--- src/rtl/fetch_unit.sv ---
// Instruction fetch unit: a PC register, a program memory with a load port, and
// registered instruction/PC outputs with one-bubble branch flush and stall hold.
module fetch_unit #(
  parameter int DATA_W   = 16,
  parameter int ADDR_W   = 4,
  parameter int RESET_PC = 0
) (
  input  logic              clk,
  input  logic              rst,
  input  logic              stall,
  input  logic              be,
  input  logic [ADDR_W-1:0] branch_adr,
  input  logic              wr_en,
  input  logic [ADDR_W-1:0] wr_adr,
  input  logic [DATA_W-1:0] wr_data,
  output logic [DATA_W-1:0] iout,
  output logic [ADDR_W-1:0] pc_out,
  output logic              valid
);

  localparam int                DEPTH      = 2**ADDR_W;
  localparam logic [ADDR_W-1:0] RESET_PC_A = ADDR_W'(RESET_PC);

  logic [DATA_W-1:0] mem_q [DEPTH];
  logic [DATA_W-1:0] rd_data;

  logic [ADDR_W-1:0] pc_q, pc_d;
  logic [DATA_W-1:0] iout_q, iout_d;
  logic [ADDR_W-1:0] pc_out_q, pc_out_d;
  logic              valid_q, valid_d;

  // The write lands via NBA, so a same-cycle fetch still sees the old word.
  assign rd_data = mem_q[pc_q];

  // Next-state: stall freezes everything, branch flushes one slot, else fetch.
  always_comb begin
    pc_d     = pc_q;
    iout_d   = iout_q;
    pc_out_d = pc_out_q;
    valid_d  = valid_q;
    if (stall) begin
      pc_d     = pc_q;
      iout_d   = iout_q;
      pc_out_d = pc_out_q;
      valid_d  = valid_q;
    end else if (be) begin
      pc_d    = branch_adr;
      valid_d = 1'b0;
    end else begin
      iout_d   = rd_data;
      pc_out_d = pc_q;
      valid_d  = 1'b1;
      pc_d     = pc_q + ADDR_W'(1);
    end
  end

  // Fetch pipeline registers with synchronous reset.
  always_ff @(posedge clk) begin
    if (rst) begin
      pc_q     <= RESET_PC_A;
      iout_q   <= {DATA_W{1'b0}};
      pc_out_q <= {ADDR_W{1'b0}};
      valid_q  <= 1'b0;
    end else begin
      pc_q     <= pc_d;
      iout_q   <= iout_d;
      pc_out_q <= pc_out_d;
      valid_q  <= valid_d;
    end
  end

  // Program-load port; independent of reset, stall and branch.
  always_ff @(posedge clk) begin
    if (wr_en) begin
      mem_q[wr_adr] <= wr_data;
    end
  end

  assign iout   = iout_q;
  assign pc_out = pc_out_q;
  assign valid  = valid_q;

endmodule

--- config.mk ---
export PLATFORM = sky130hd
export DESIGN_NAME = fetch_unit
export DESIGN_NICKNAME = d
export VERILOG_FILES = /design/src/rtl/fetch_unit.sv
export SDC_FILE = /design/constraint.sdc
export NUM_CORES = 1
export LEC_CHECK = 0
export ABC_AREA = 1
export CAP_MARGIN = 20
export CORE_MARGIN = 2
export CORE_UTILIZATION = 25
export CTS_CLUSTER_SIZE = 10
export DETAILED_ROUTE_END_ITERATION = 7
export GPL_TIMING_DRIVEN = 1
export PLACE_DENSITY = 0.5
export SETUP_SLACK_MARGIN = 0.02
export SLEW_MARGIN = 20
export SYNTH_ARGS = -nofsm -noshare
export SYNTH_HDL_FRONTEND = slang
export SYNTH_SLANG_ARGS = --single-unit
--- constraint.sdc ---
create_clock -name clk -period 3.7 [get_ports clk]
set_input_delay 0.555 -clock clk [delete_from_list [all_inputs] [get_ports clk]]
set_output_delay 0.555 -clock clk [all_outputs]
set_load 0.05 [all_outputs]
# --- Word level (Yosys, flattened, before mapping) ---
# Memories as Yosys holds them, arrays and structs flattened. A register that Yosys moved wholly into a read port is not among the register bits.
# Index checks and enable logic that the tools add are counted.
word_totals:
  out_inout_bits: 21
  reg_bits: 9
  n_memories: 1
  ram_bits: 256
mem_list:
  columns: ["memory", "words", "width", "rd", "rd_clocked_by_memory_dff", "write_ports", "line_no", "source"]
  rows:
  - ["mem_q", 16, 16, 1, 1, 1, "24", "logic [DATA_W-1:0] mem_q [DEPTH];"]
op_classes:
  n_reduce_logical: 1
  n_addsub: 1
  n_bitwise: 2
  n_mux: 4
ops:
  columns: ["operator", "count"]
  rows:
  - ["$add A4 B1 Y4 const B", 1]
  - ["$mux W4", 1]
  - ["$mux W1", 3]
  - ["$not A1 Y1", 2]
  - ["$reduce_and A2 Y1", 1]

# --- Depth between registers and ports, before layout ---
depth:
  ltp_word: 2
  mapped_depth: 11

# --- Worst setup path after synthesis ---
# OpenSTA, ideal clock, no wires.
synth_timing:
  kind: "input to register"
  start: "input port wr_adr[2]"
  end: "memory mem_q[10][0] (enable)"
  setup_ns: 0.388
  slack_ns: 1.845
  t_arrival_ns: 1.466
  stages: 2
  path_cell_list: "nand3b_1 > nor2_1"
synth_lines:
  columns: ["element", "line_no", "source"]
  rows:
  - ["from (decl)", "14", "input logic [ADDR_W-1:0] wr_adr,"]
  - ["to (decl)", "24", null]
# No word-level cell before the write port.

# --- Final worst setup path ---
layout_timing:
  start: "register iout_q[13] (netlist: iout[13]), read port of mem_q"
  end: "output port iout[13]"
layout_lines:
  columns: ["element", "line_no", "source"]
  rows:
  - ["from (decl)", "28", "logic [DATA_W-1:0] iout_q, iout_d;"]
  - ["to (decl)", "16", "output logic [DATA_W-1:0] iout,"]
# No word-level cell between the ends.

==> results.md <==
- The flow ran to the end, and the final reports show no timing, DRC or antenna violations.
- After synthesis, the cell types taking the most area are sky130_fd_sc_hd__edfxtp_1, sky130_fd_sc_hd__nand2_1, sky130_fd_sc_hd__nand3_1, sky130_fd_sc_hd__dfxtp_1, sky130_fd_sc_hd__nor2_1.
- The floorplan die height is 217 um.
- The number of flip-flops and latches in the synthesized netlist is 281.
- The buffer levels on the longest clock path is 3.
- Combinational logic burns 9.0% of the power.
- The classification of the worst setup path is reg -> out.
- The share of the Yosys chip area taken by registers is 72.5%.
- The worst path arrival time is 1.75 ns.
- The slowest stage of the critical path is the sky130_fd_sc_hd__clkdlybuf4s50_1 cell.
- The initial core utilization is 25.4%.
- The type of the tightest min-delay check is reg -> reg.
- Summed over all failing endpoints, the final setup total negative slack is 0 ns.
- After clock tree synthesis, the clock-pin slew on the worst setup and hold paths is 0.06 ns.
- VDD sags by at most 0.267 mV.
- Timing would allow up to 435 MHz.
- The residual antenna-violating net count after detailed routing is 0.
- The switching portion of total power is 23.0%.
- The mean instance size in the synthesized netlist is 11.4 um^2.
- Sorting the synthesized cells by how often they occur yields sky130_fd_sc_hd__nand2_1, sky130_fd_sc_hd__edfxtp_1, sky130_fd_sc_hd__nand3_1.
- The power share of the clock group is 41.9%.
- Yosys mapped a number of flops with a built-in enable equal to 256.
- Once the clock tree was built, the setup fixing pass inserted 0 buffers.
- Power spread over the standard cell area amounts to 541 nW/um^2.
- The via count of the first global-routing pass is 7048.
- After layout, the minimum clock period comes to 2.30 ns.
- The total of cells resized after clock tree synthesis is 0.
- The maximum number of pins on one net before global-route repair is 131.
- The weighted congestion at the end of routability-driven global placement is 0.738.
- The number of hold violations in the final report is 0.
- The total nets after synthesis is 1020.
- Dividing the detail-routed via count by the number of cells gives 4.46.
- The cell area after synthesis is 11300 um^2.
- Setup slack closes at 1.40 ns.
- After the first detailed-routing iteration, the DRC count stood at 684.
- The floorplan step defined a core boundary enclosing 44400 um^2.
- The critical path goes through clkdlybuf4s50_1.
- The net switching power of the design is 1.67 mW.
- The largest single stage delay on the critical path is 0.84 ns.
- The number of clock sinks seen by CTS is 281.
- The number of pins with negative max-slew slack in the final report is 0.
- The clock insertion delay at the later pin of the skew report is 0.50 ns.
- For this run, the number of Yosys warnings is 0.
- The final routed wire length divided by cell count is 17.6 um.
- Global routing used 12.3% of the available tracks across all layers.
- The number of nets in the layout is 1066.
- The number of max-cap violations is 0.
- The wire length of the first global-routing pass is 44300 um.
- The final layout contains routed wiring with a total length of 28900 um.
- The root buffer cell chosen for the clock tree is sky130_fd_sc_hd__clkbuf_16.
- Prior to clock tree synthesis, the placed netlist has a worst setup slack of 1.10 ns.
- The layout overhead on the synthesized area is 18.8%.
- The number of antenna violations at the first check in global routing came to 0.
- The number of instances in the synthesized netlist is 990.
- The worst setup path is launched from a flop.
- The number of antenna diodes is 0.
- The fraction of final layout cells with drive strength greater than 1 is 7.71%.
- Broken down by cell family, the worst path's largest delay share belongs to buffers and inverters.
- The critical-path maximum fanout is 2.
- The number of buffers created by CTS is 34.
- The setup-violating endpoint count in the final report is 0.
- In this run the core area contains 77 standard-cell rows.
- After synthesis, the share of flip-flops with an asynchronous set or reset is 0%.
- In this run, post-CTS hold repair placed 0 buffers.
- The critical path capture point type is an output port.
- The worst path uses 62.2% of the clock period.
- The die area is 46900 um^2.
- TritonCTS built the clock tree.
- In this run the tool buffered the top-level ports with 49 buffer cells.
- The H-tree was split into 2 levels.
- The die is 217 um wide.
- The cell taking the most area after synthesis is sky130_fd_sc_hd__edfxtp_1.
- The worst-margin pin slew is 0.934 ns.
- The detailed-route DRC error count is 0.
- In this run the static leakage power is 4.78 nW.
- Setup repair after global routing left no endpoint under its margin.
- The portion of synthesized cell area occupied by the leading cell type is 68.1%.
- The internal portion of the total power is 5.59 mW.
- The worst pin sits at a relative slew slack of 37.7%.
- Global routing finished with a remaining overflow of 0.
- The buffering stage count on the worst path with inverters included is 1.
- The HPWL after detailed placement is 16500 um.
- Between clock sinks in the finished design, the worst skew comes to 0.0101 ns.
- The first detailed-routing pass ran for 5 iterations.
- The routed layout has 7321 vias.
- The sequential cell fraction of total power is 49.2%.
- The most frequently used cell type in the post-synthesis netlist is sky130_fd_sc_hd__nand2_1.
- The total I/O pin count is 50.
- The synthesized netlist contains 24 unique library cells.
- The commonest register cell after synthesis is sky130_fd_sc_hd__edfxtp_1.
- The data required time of the critical path is 3.14 ns.
==> cell usage in the layout (no fill, tap or decap), types with 13 or more instances in the layout <==
cell and count:
sky130_fd_sc_hd__a21oi_1 13, sky130_fd_sc_hd__buf_4 17, sky130_fd_sc_hd__clkbuf_16 37, sky130_fd_sc_hd__clkdlybuf4s50_1 49
sky130_fd_sc_hd__dfxtp_1 23, sky130_fd_sc_hd__edfxtp_1 256, sky130_fd_sc_hd__inv_1 18, sky130_fd_sc_hd__nand2_1 336
sky130_fd_sc_hd__nand3_1 190, sky130_fd_sc_hd__nor2_1 43, sky130_fd_sc_hd__nor2_2 17, sky130_fd_sc_hd__o21ai_0 19
==> per-stage QoR <==
step	utilization [%]	instances	hold slack, ns	instance area (um^2)	total power [mW]
after CTS	30.2	1642	0.484	13400	7.34
after floorplan	-	990	0.607	11300	4.04
after global routing	30.2	1642	0.500	13400	7.55
after global placement	28.0	1592	0.464	12400	4.29
after detailed placement	28.0	1592	0.475	12400	4.29
final	30.2	1642	0.477	13400	7.26
==> registers in the layout, summed over array words and instances, names as in the netlist <==
register  flops
pc_out        4
mem_q       256
valid         1
iout         16
pc_q          4
==> cell families after synthesis <==
kind of cell    Yosys count  synth area share [%]
simple gates            589                  21.8
flops                   281                  72.5
buf+inv                  80                  3.62
compound gates           37                  1.82
xor+xnor                  1                0.0776
mux                       1                0.0997
fa+ha+maj                 1                 0.111
==> layer usage <==
layer	vias up	wire (um)	GRT usage, %
met5	-	0	0
met4	0	456	2.88
met3	37	1610	2.06
met2	178	12900	19.0
met1	3594	13900	18.1
li1	3512	-	-
==> worst paths after layout <==
| check | start | cells past startpoint | slack [ns] | to |
|---|---|---|---|---|
| min | valid | 2 | 0.48 | valid |
| max reg2reg | pc_q[0] | 10 | 1.59 | iout[8] |
| min reg2reg | valid | 2 | 0.48 | valid |
| max | iout[13] | 1 | 1.40 | iout[13] |
==> power groups by stage <==
stage          sequential, mW  combinational [mW]  clock, mW
2_1_floorplan            3.68               0.353          0
3_3_place_gp             3.64               0.655          0
3_5_place_dp             3.64               0.657          0
4_1_cts                  3.57               0.659       3.11
5_1_grt                  3.58               0.726       3.24
6_report                 3.57               0.651       3.04
==> cell type report <==
class,instances,area [um^2]
Clock buffer,48,967
Sequential cell,281,8190
Clock inverter,2,33.8
Timing Repair Buffer,68,658
Multi-Input combinational cell,629,2740
Fill cell,4484,31000
Tap cell,592,741
Inverter,22,87.6
(Power assumes the default switching activity.)
